**src/rtl/turf_pkg.sv**
```systemverilog
// Shared constants for the PS/2 front end and game mechanics: key codes,
// direction encodings, set-2 scancodes and the receive-frame state type.
package turf_pkg;

  localparam int unsigned KEY_W = 5;
  localparam int unsigned TMO_W = 16;

  localparam logic [KEY_W-1:0] KEY_IDLE  = 5'd31;
  localparam logic [KEY_W-1:0] KEY_RESET = 5'd16;

  localparam logic [1:0] DIR_UP    = 2'd0;
  localparam logic [1:0] DIR_DOWN  = 2'd1;
  localparam logic [1:0] DIR_LEFT  = 2'd2;
  localparam logic [1:0] DIR_RIGHT = 2'd3;

  localparam logic [7:0] SC_EXT   = 8'hE0;
  localparam logic [7:0] SC_BRK   = 8'hF0;
  localparam logic [7:0] SC_W     = 8'h1D;
  localparam logic [7:0] SC_S     = 8'h1B;
  localparam logic [7:0] SC_A     = 8'h1C;
  localparam logic [7:0] SC_D     = 8'h23;
  localparam logic [7:0] SC_UP    = 8'h75;
  localparam logic [7:0] SC_DOWN  = 8'h72;
  localparam logic [7:0] SC_LEFT  = 8'h6B;
  localparam logic [7:0] SC_RIGHT = 8'h74;
  localparam logic [7:0] SC_I     = 8'h43;
  localparam logic [7:0] SC_K     = 8'h42;
  localparam logic [7:0] SC_J     = 8'h3B;
  localparam logic [7:0] SC_L     = 8'h4B;
  localparam logic [7:0] SC_KP8   = 8'h75;
  localparam logic [7:0] SC_KP5   = 8'h73;
  localparam logic [7:0] SC_KP4   = 8'h6B;
  localparam logic [7:0] SC_KP6   = 8'h74;
  localparam logic [7:0] SC_SPACE = 8'h29;

  typedef enum logic [1:0] {
    RX_IDLE   = 2'd0,
    RX_DATA   = 2'd1,
    RX_PARITY = 2'd2,
    RX_STOP   = 2'd3
  } rx_state_t;

  // Command code for a player/direction pair: 4*player + dir.
  function automatic logic [KEY_W-1:0] key_code(input logic [1:0] player,
                                                input logic [1:0] dir);
    return {1'b0, player, dir};
  endfunction

endpackage

```
**src/rtl/ps2_rx_frame.sv**
```systemverilog
// PS/2 receiver: input synchronisers, falling-edge detect, 11-bit frame FSM
// with odd-parity/stop checking and an inactivity timeout.
module ps2_rx_frame
  import turf_pkg::*;
#(
  parameter int unsigned TIMEOUT = 50000
) (
  input  logic       clk,
  input  logic       resetn,
  input  logic       i_ps2_clk,
  input  logic       i_ps2_dat,
  output logic [7:0] o_byte,
  output logic       o_byte_valid,
  output logic       o_err
);

  localparam logic [TMO_W-1:0] TMO_MAX = TMO_W'(TIMEOUT);

  logic             r_clk_s1, r_clk_s2, r_clk_prev;
  logic             r_dat_s1, r_dat_s2;
  rx_state_t        r_state, w_state_nxt;
  logic [2:0]       r_bit_cnt, w_bit_cnt_nxt;
  logic [7:0]       r_shift, w_shift_nxt;
  logic             r_parity, w_parity_nxt;
  logic             r_byte_valid, w_byte_valid_nxt;
  logic             r_err, w_err_nxt;
  logic [TMO_W-1:0] r_tmo_cnt;
  logic             w_fall;
  logic             w_timeout;

  assign w_fall       = r_clk_prev & ~r_clk_s2;
  assign w_timeout    = (r_tmo_cnt == TMO_MAX) && !w_fall;
  assign o_byte       = r_shift;
  assign o_byte_valid = r_byte_valid;
  assign o_err        = r_err;

  // Idle-high reset values keep a reset from looking like a clock edge.
  always_ff @(posedge clk) begin
    if (!resetn) begin
      r_clk_s1   <= 1'b1;
      r_clk_s2   <= 1'b1;
      r_clk_prev <= 1'b1;
      r_dat_s1   <= 1'b1;
      r_dat_s2   <= 1'b1;
    end else begin
      r_clk_s1   <= i_ps2_clk;
      r_clk_s2   <= r_clk_s1;
      r_clk_prev <= r_clk_s2;
      r_dat_s1   <= i_ps2_dat;
      r_dat_s2   <= r_dat_s1;
    end
  end

  // Saturating inactivity counter, restarted by every PS/2 falling edge.
  always_ff @(posedge clk) begin
    if (!resetn) begin
      r_tmo_cnt <= '0;
    end else if (w_fall) begin
      r_tmo_cnt <= '0;
    end else if (r_tmo_cnt != TMO_MAX) begin
      r_tmo_cnt <= TMO_W'(r_tmo_cnt + 1'b1);
    end
  end

  always_ff @(posedge clk) begin
    if (!resetn) begin
      r_state      <= RX_IDLE;
      r_bit_cnt    <= '0;
      r_shift      <= '0;
      r_parity     <= 1'b0;
      r_byte_valid <= 1'b0;
      r_err        <= 1'b0;
    end else begin
      r_state      <= w_state_nxt;
      r_bit_cnt    <= w_bit_cnt_nxt;
      r_shift      <= w_shift_nxt;
      r_parity     <= w_parity_nxt;
      r_byte_valid <= w_byte_valid_nxt;
      r_err        <= w_err_nxt;
    end
  end

  always_comb begin
    w_state_nxt      = r_state;
    w_bit_cnt_nxt    = r_bit_cnt;
    w_shift_nxt      = r_shift;
    w_parity_nxt     = r_parity;
    w_byte_valid_nxt = 1'b0;
    w_err_nxt        = 1'b0;
    case (r_state)
      RX_IDLE: begin
        if (w_fall) begin
          if (!r_dat_s2) begin
            w_state_nxt   = RX_DATA;
            w_bit_cnt_nxt = '0;
          end else begin
            w_err_nxt = 1'b1;
          end
        end
      end
      RX_DATA: begin
        if (w_fall) begin
          w_shift_nxt   = {r_dat_s2, r_shift[7:1]};
          w_bit_cnt_nxt = 3'(r_bit_cnt + 1'b1);
          if (r_bit_cnt == 3'd7) begin
            w_state_nxt = RX_PARITY;
          end
        end
      end
      RX_PARITY: begin
        if (w_fall) begin
          w_parity_nxt = r_dat_s2;
          w_state_nxt  = RX_STOP;
        end
      end
      RX_STOP: begin
        if (w_fall) begin
          w_state_nxt = RX_IDLE;
          if (r_dat_s2 && ((^r_shift) ^ r_parity)) begin
            w_byte_valid_nxt = 1'b1;
          end else begin
            w_err_nxt = 1'b1;
          end
        end
      end
      default: w_state_nxt = RX_IDLE;
    endcase
    if ((r_state != RX_IDLE) && w_timeout) begin
      w_state_nxt = RX_IDLE;
      w_err_nxt   = 1'b1;
    end
  end

endmodule

```
**src/rtl/ps2_key_encoder.sv**
```systemverilog
// PS/2 keyboard to game command encoder: tracks E0/F0 prefixes and maps make
// codes to 4*player+dir or the game-reset code; last-pressed key wins.
module ps2_key_encoder
  import turf_pkg::*;
#(
  parameter int unsigned TIMEOUT = 50000
) (
  input  logic             CLOCK_50,
  input  logic             resetn,
  input  logic             ps2_clk,
  input  logic             ps2_dat,
  output logic [KEY_W-1:0] KEY_PRESSED,
  output logic             key_valid,
  output logic             frame_err
);

  logic [7:0]       w_byte;
  logic             w_byte_valid;
  logic             w_err;
  logic             r_ext;
  logic             r_brk;
  logic             w_hit;
  logic [KEY_W-1:0] w_code;

  ps2_rx_frame #(.TIMEOUT(TIMEOUT)) u_rx (
    .clk          (CLOCK_50),
    .resetn       (resetn),
    .i_ps2_clk    (ps2_clk),
    .i_ps2_dat    (ps2_dat),
    .o_byte       (w_byte),
    .o_byte_valid (w_byte_valid),
    .o_err        (w_err)
  );

  // Scancode lookup; the E0 flag separates arrow keys from the keypad.
  always_comb begin
    w_hit  = 1'b1;
    w_code = KEY_IDLE;
    case ({r_ext, w_byte})
      {1'b0, SC_W}:     w_code = key_code(2'd0, DIR_UP);
      {1'b0, SC_S}:     w_code = key_code(2'd0, DIR_DOWN);
      {1'b0, SC_A}:     w_code = key_code(2'd0, DIR_LEFT);
      {1'b0, SC_D}:     w_code = key_code(2'd0, DIR_RIGHT);
      {1'b1, SC_UP}:    w_code = key_code(2'd1, DIR_UP);
      {1'b1, SC_DOWN}:  w_code = key_code(2'd1, DIR_DOWN);
      {1'b1, SC_LEFT}:  w_code = key_code(2'd1, DIR_LEFT);
      {1'b1, SC_RIGHT}: w_code = key_code(2'd1, DIR_RIGHT);
      {1'b0, SC_I}:     w_code = key_code(2'd2, DIR_UP);
      {1'b0, SC_K}:     w_code = key_code(2'd2, DIR_DOWN);
      {1'b0, SC_J}:     w_code = key_code(2'd2, DIR_LEFT);
      {1'b0, SC_L}:     w_code = key_code(2'd2, DIR_RIGHT);
      {1'b0, SC_KP8}:   w_code = key_code(2'd3, DIR_UP);
      {1'b0, SC_KP5}:   w_code = key_code(2'd3, DIR_DOWN);
      {1'b0, SC_KP4}:   w_code = key_code(2'd3, DIR_LEFT);
      {1'b0, SC_KP6}:   w_code = key_code(2'd3, DIR_RIGHT);
      {1'b0, SC_SPACE}: w_code = KEY_RESET;
      default:          w_hit  = 1'b0;
    endcase
  end

  // Prefix flags and output registers; a break only clears the displayed key.
  always_ff @(posedge CLOCK_50) begin
    if (!resetn) begin
      r_ext       <= 1'b0;
      r_brk       <= 1'b0;
      KEY_PRESSED <= KEY_IDLE;
      key_valid   <= 1'b0;
      frame_err   <= 1'b0;
    end else begin
      key_valid <= 1'b0;
      frame_err <= w_err;
      if (w_err) begin
        r_ext <= 1'b0;
        r_brk <= 1'b0;
      end else if (w_byte_valid) begin
        if (w_byte == SC_EXT) begin
          r_ext <= 1'b1;
        end else if (w_byte == SC_BRK) begin
          r_brk <= 1'b1;
        end else begin
          r_ext <= 1'b0;
          r_brk <= 1'b0;
          if (w_hit) begin
            if (r_brk) begin
              if (w_code == KEY_PRESSED) begin
                KEY_PRESSED <= KEY_IDLE;
              end
            end else begin
              KEY_PRESSED <= w_code;
              key_valid   <= 1'b1;
            end
          end
        end
      end
    end
  end

endmodule

```
**config.mk**
```make
export PLATFORM = sky130hd
export DESIGN_NAME = ps2_key_encoder
export DESIGN_NICKNAME = d
export VERILOG_FILES = /design/src/rtl/turf_pkg.sv /design/src/rtl/ps2_rx_frame.sv /design/src/rtl/ps2_key_encoder.sv
export SDC_FILE = /design/constraint.sdc
export NUM_CORES = 1
export LEC_CHECK = 0
export BUFFER_PORTS_ARGS = -buffer_cell sky130_fd_sc_hd__buf_2
export CAP_MARGIN = 20
export CORE_MARGIN = 1.5
export CORE_UTILIZATION = 55
export DETAILED_ROUTE_END_ITERATION = 10
export PLACE_DENSITY = 0.8
export SYNTH_ARGS = -nofsm -noshare
export SYNTH_HDL_FRONTEND = slang
export SYNTH_HIERARCHICAL = 1
export SYNTH_SLANG_ARGS = --single-unit
```
**constraint.sdc**
```tcl
create_clock -name CLOCK_50 -period 2.65 [get_ports CLOCK_50]
set_clock_uncertainty 0.2 [all_clocks]
set_input_delay 0.1325 -clock CLOCK_50 [delete_from_list [all_inputs] [get_ports CLOCK_50]]
set_output_delay 0.1325 -clock CLOCK_50 [all_outputs]
set_load 0.02 [all_outputs]
```
==> flow_summary.ini, run 1 <==
[setup_path]
cp_max_fo = 6
cp.required_ns = 2.65
crit_arrival_ns = 2.70
cp-end-kind = flip-flop
startpoint = u_rx/o_byte[4]
r2r_cells = 8
start_kind = flip-flop
r2r-end = KEY_PRESSED[2]
rr_startpoint = u_rx/o_byte[4]
r2r_slack_ns = -0.05
worstSetupPathType = reg -> reg
crit_end = KEY_PRESSED[2]

[yosys]
syn_area_mm2 = 0.00259
syn_inst = 291
netlist_top_cells_area = dfxtp_1, xnor2_1, mux2i_1, ha_1, nor2b_1
synth_top_area_frac = 0.355
synth_warnings = 6
ys.flop_type = dfxtp_1
synthArstFlopShare = 0
synth.distinct_cells = 62
seq_area_frac_synth = 0.355
synth_edf_count = 0
yosysTopAreaCell = dfxtp_1
synth.ff_latch_count = 46
synth_nets = 304
syn_avg_cell_area_um2 = 8.91

[layout]
area_growth_pct = 20.8
post-route-cell-area_mm2 = 0.00313
final_cells = 376
antenna-diode-count = 0
fin_nets = 336
post_route_cells_drive_above_1_share = 0.228

[route]
vias = 2288
wire_per_inst_um = 15.2
dr.pass1.iters = 4
ant_nets = 0
vias_per_cell = 6.09
drt-total-wl_um = 5720
drt_iter0_markers = 181
drc = 0

[timing]
finalMaxSlewViolations = 0
hold_viol = 0
setup_ws_ns = -0.0504
finalSetupViolCount = 3
holdWs_ns = 0.0264
rsz0062_at_grt = yes
fmax_ghz = 0.370
tightestPinTransition_ns = 0.569
fin_crit_sh = 1.02
fin_crit_ns = 2.70
slew_headroom = 0.620

[clocking]
cts_buffers = 5
clkTransAtPathRegs_ns = 0.08
htree_levels = 2
clock_latency_ns = 0.30
clk_path_buf_depth = 2
clock-sinks = 46
cts_tree = built
clockRootBuffer = clkbuf_8

[floorplan]
die_w_um = 71.7
die_h_um = 71.7
dieArea_mm2 = 0.00513
io_pins = 11
core_mm2 = 0.00444
start_util = 0.583
num_rows = 24

[outcome]
violations = setup timing
outcome = complete, but fails checks

[pwr]
p_total_w = 0.00128
p_per_area_mw_per_mm2 = 410
peakVddDrop_mv = 0.431
p_leak_nw = 1.16

[grt]
grt_first_pass_wirelength_um = 9160
grt_usage = 0.220
grt_pass1_vias = 2161
grt_max_degree = 27
overflow = 0
antenna_found_initial = 0

[min_path]
hp-class = in -> reg
hold_start = resetn
hold_path_depth = 2

[placement]
gp_congestion = 0.957
place_ws_ns = -0.0555
hpwl_um = 3790
placedInstanceArea_mm2 = 0.00283
dp.cells = 364
numPortBuffers = 10

[flow_run]
maxCapViolCount = 0
-- where the power goes --
| group | switching, W | leakage (nW) | internal, W | total, W |
|---|---|---|---|---|
| clock | 0.000223 | 0.0482 | 0.000210 | 0.000434 |
| combinational | 0.0000717 | 0.742 | 0.0000582 | 0.000130 |
| sequential | 0.0000156 | 0.374 | 0.000705 | 0.000720 |
-- critical path: stages, from the launching register on --
cell and delay, ns:
dfxtp_4 0.36, or4b_4 0.56, o31ai_4 0.21, o221a_4 0.28, nor3_4 0.06, and3_4 0.17, a311oi_2 0.30, o211ai_2 0.19
o22a_2 0.28
-- worst min-delay path by stage --
stage	endpoint	slack, ns
global placement	u_rx/r_dat_s1	0.11
CTS	u_rx/r_clk_s1	0.02
finish	u_rx/r_dat_s1	0.03
global route	u_rx/r_dat_s2	0.06
detailed placement	u_rx/r_dat_s1	0.12
floorplan	u_rx/r_dat_s2	0.006
-- logic make-up (layout without fill, tap and decap cells) --
kind of cell	Yosys count	in the layout	synth area share
xor+xnor	22	22	0.0849
compound gates	45	45	0.135
mux	13	13	0.0502
flops	46	46	0.355
buf+inv	24	57	0.0372
simple gates	132	132	0.294
fa+ha+maj	9	9	0.0434
-- synth_stat cells, types with 8 or more instances --
library cell and count:
xnor2_1 16, nand2b_1 16, nor2b_1 18, nand4_1 8, nor2_1 23, nor3_1 16, mux2i_1 13, dfxtp_1 46
nand2_1 11, ha_1 9, inv_1 12, clkbuf_1 9
-- area by class of cell --
type | instances | area [um^2]
sequential | 46 | 927
clock buffer | 7 | 86.3
timing repair buffer | 37 | 262
tap | 52 | 65.1
multi-input combinational | 221 | 1740
clock inverter | 1 | 5.00
inverter | 12 | 45.0
fill | 346 | 1310
-- state kept, by name (all words and copies together) (netlist names) --
signal	count
u_rx/r_bit_cnt	3
frame_err	1
KEY_PRESSED	5
u_rx/r_clk_s1	1
u_rx/r_parity	1
u_rx/r_dat_s2	1
u_rx/o_byte_valid	1
u_rx/o_byte	8
u_rx/r_state	2
key_valid	1
u_rx/r_tmo_cnt	16
u_rx/o_err	1
r_brk	1
u_rx/r_clk_prev	1
u_rx/r_clk_s2	1
u_rx/r_dat_s1	1
r_ext	1
-- cell usage in the layout, fill, tap and decap left out, types with 3 or more instances in the layout --
cell type,Yosys,layout
a21oi_1,7,7
xnor2_1,16,16
xor2_1,4,3
buf_4,1,24
nor2b_1,18,17
mux2i_1,13,13
ha_1,9,9
clkbuf_8,0,6
nand4_1,8,8
inv_1,12,12
buf_2,1,10
nor2_1,23,23
nor3_1,16,13
dfxtp_1,46,43
nand3b_1,5,5
nand2_1,11,11
nand3_1,7,6
nand2b_1,16,16
o31ai_1,7,5
nor4_1,5,5
-- timing repair --
action / CTS / global route
gates resized for setup: 8 / 26
setup endpoints to repair: 5 / 5
hold endpoints to repair: 2 / 0
pin swaps: 4 / 12
buffers inserted: 0 / 2
hold buffers: 2 / 0
-- per-layer routing --
metal | GRT usage | vias up | part of all wire
li1 | - | 1119 | -
met1 | 0.274 | 1077 | 0.43
met2 | 0.367 | 78 | 0.49
met3 | 0.0534 | 14 | 0.053
met4 | 0.0881 | 0 | 0.022
met5 | 0 | - | 0
-- per-stage QoR --
stage               setup TNS [ns]  utilization
CTS                              0        0.668
detailed placement          -0.220        0.637
finish                     -0.0966        0.705
global placement                 0        0.637
global route                -0.474        0.705
floorplan                        0            -
No activity file was read; power rests on OpenSTA's default activity.
==> run 2, diff against run 1 <==
- CORE_UTILIZATION: 55 -> 50
- PLACE_DENSITY: 0.8 -> 0.74
==> run 2 against run 1 <==
Effect of this change: the flow now finishes without violations; first-iteration DRC count up 5.0%; clock-buffer cell count is 1 lower; maximum frequency grew 2.3%; worst hold slack worse by 0.0095 ns; sequential power hardly changed; wire length fell by 9.0%; die area is 9.6% higher; final area shrank 2.4%; via count down 4.3%; power rose by 6.7%; global-route usage down 2.4 points.
==> flow_summary.ini, run 2 (synthesis gave the netlist of run 1 again) <==
[outcome]
outcome = completed

[timing]
slew_headroom = 0.632
fmax_ghz = 0.379
tightestPinTransition_ns = 0.550
finalMaxSlewViolations = 0
fin_crit_sh = 0.996
rsz0062_at_grt = yes
holdWs_ns = 0.0169
setup_ws_ns = 0.0113
finalSetupViolCount = 0
finalSetupTns_ns = 0
fin_crit_ns = 2.64
hold_viol = 0

[route]
dr.pass1.iters = 4
drc = 0
vias_per_cell = 5.60
ant_nets = 0
vias = 2190
wire_per_inst_um = 13.3
drt-total-wl_um = 5200
drt_iter0_markers = 190

[placement]
dp.cells = 382
place_ws_ns = -0.0732
numPortBuffers = 10
hpwl_um = 3760
gp_congestion = 0.933

[clocking]
clockRootBuffer = clkbuf_8
post_cts_buffers = 0
clk_path_buf_depth = 2
htree_levels = 2
clock_latency_ns = 0.29
clkTransAtPathRegs_ns = 0.09
cts_tree = built
clock-sinks = 46
cts_buffers = 5

[setup_path]
cp.required_ns = 2.70
crit_buf_inv = 0
cpLargestDelayFamily = compound AO/OA/AOI/OAI gates
cp-end-kind = flip-flop
crit_arrival_ns = 2.68
cp_max_fo = 5
slowest_stage = or4b_4
slowest_delay_ns = 0.56
start_kind = flip-flop
path_cells = or4b_4 > o31ai_2 > o221a_2 > nor2_2 > a2111oi_4 > a311oi_2 > o211ai_2 > o32a_2
worstSetupPathType = reg -> reg

[floorplan]
die_h_um = 75.0
core_mm2 = 0.00504
start_util = 0.514
num_rows = 26
die_w_um = 75.0
dieArea_mm2 = 0.00563
io_pins = 11

[grt]
grt_max_degree = 27
grt_pass1_vias = 1940
grt_first_pass_wirelength_um = 8600
overflow = 0
grt_usage = 0.196
antenna_found_initial = 0

[layout]
post_route_cells_drive_above_1_share = 0.196
antenna-diode-count = 0
regMostFlops = u_rx/r_tmo_cnt
fin_nets = 334
final_cells = 391
layout_common_cells = dfxtp_1, nor2_1, buf_4
layout_commonest_cell = dfxtp_1
area_growth_pct = 17.9
fillerInstances = 430
largest_reg_flops = 16

[pwr]
p_leak_nw = 1.12
peakVddDrop_mv = 0.380
p_per_area_mw_per_mm2 = 448
p_total_w = 0.00137

[flow_run]
maxCapViolCount = 0

[min_path]
hp-class = in -> reg
-- run 2: changes by cell type in the layout (fill, tap and decap cells not counted), sizes merged --
cell / before / now
clkinv: 1 / 0
bufinv: 0 / 1
buf: 35 / 33
clkbuf: 7 / 6
-- run 2: final timing paths --
kind	startpoint	end	slack [ns]	cells after the start
setup reg to reg	u_rx/o_byte[5]	KEY_PRESSED[4]	0.01	8
hold / removal	resetn	u_rx/r_clk_s2	0.02	2
setup / recovery	u_rx/o_byte[5]	KEY_PRESSED[4]	0.01	8
hold reg to reg	u_rx/r_dat_s1	u_rx/r_dat_s2	0.21	1
-- run 2: metrics by stage --
stage          area (um^2)  utilization
2_1_floorplan         2590            -
3_3_place_gp          2850        0.566
3_5_place_dp          2850        0.566
4_1_cts               3010        0.597
5_1_grt               3060        0.606
6_report              3060        0.606
-- run 2: final cells by class --
class / instances / area [um^2] / share of cell area
Sequential cell: 46 / 926 / 0.303
Inverter: 12 / 45.0 / 0.0147
Multi-Input combinational cell: 221 / 1640 / 0.536
Timing Repair Buffer: 35 / 246 / 0.0806
Clock buffer: 6 / 82.6 / 0.0270
Tap cell: 70 / 87.6 / 0.0287
Clock inverter: 1 / 30.0 / 0.00982
-- run 2: power breakdown --
group / switching [W] / internal, W
registers: 0.0000151 / 0.000706
clock network: 0.000222 / 0.000302
logic: 0.0000687 / 0.0000567
-- run 2: metal layers --
metal | part of all wire | GRT usage
met2 | 0.46 | 0.301
met4 | 0.020 | 0.0646
met5 | 0 | 0
met1 | 0.50 | 0.274
met3 | 0.029 | 0.0428
-- run 2: worst register-to-register path: cells and delay by family (launching register included) --
kind,cells,cell delay [ns]
and+or+nand+nor,2,0.63
DFF,1,0.33
AOI/OAI and AO/OA,6,1.45
-- run 2: what timing repair did --
action,4_1_cts,5_1_grt
endpoints found under the setup margin,5,5
pin swaps,4,3
hold endpoints to repair,2,0
gates cloned,0,0
hold buffers,2,0
gates resized for setup,7,11
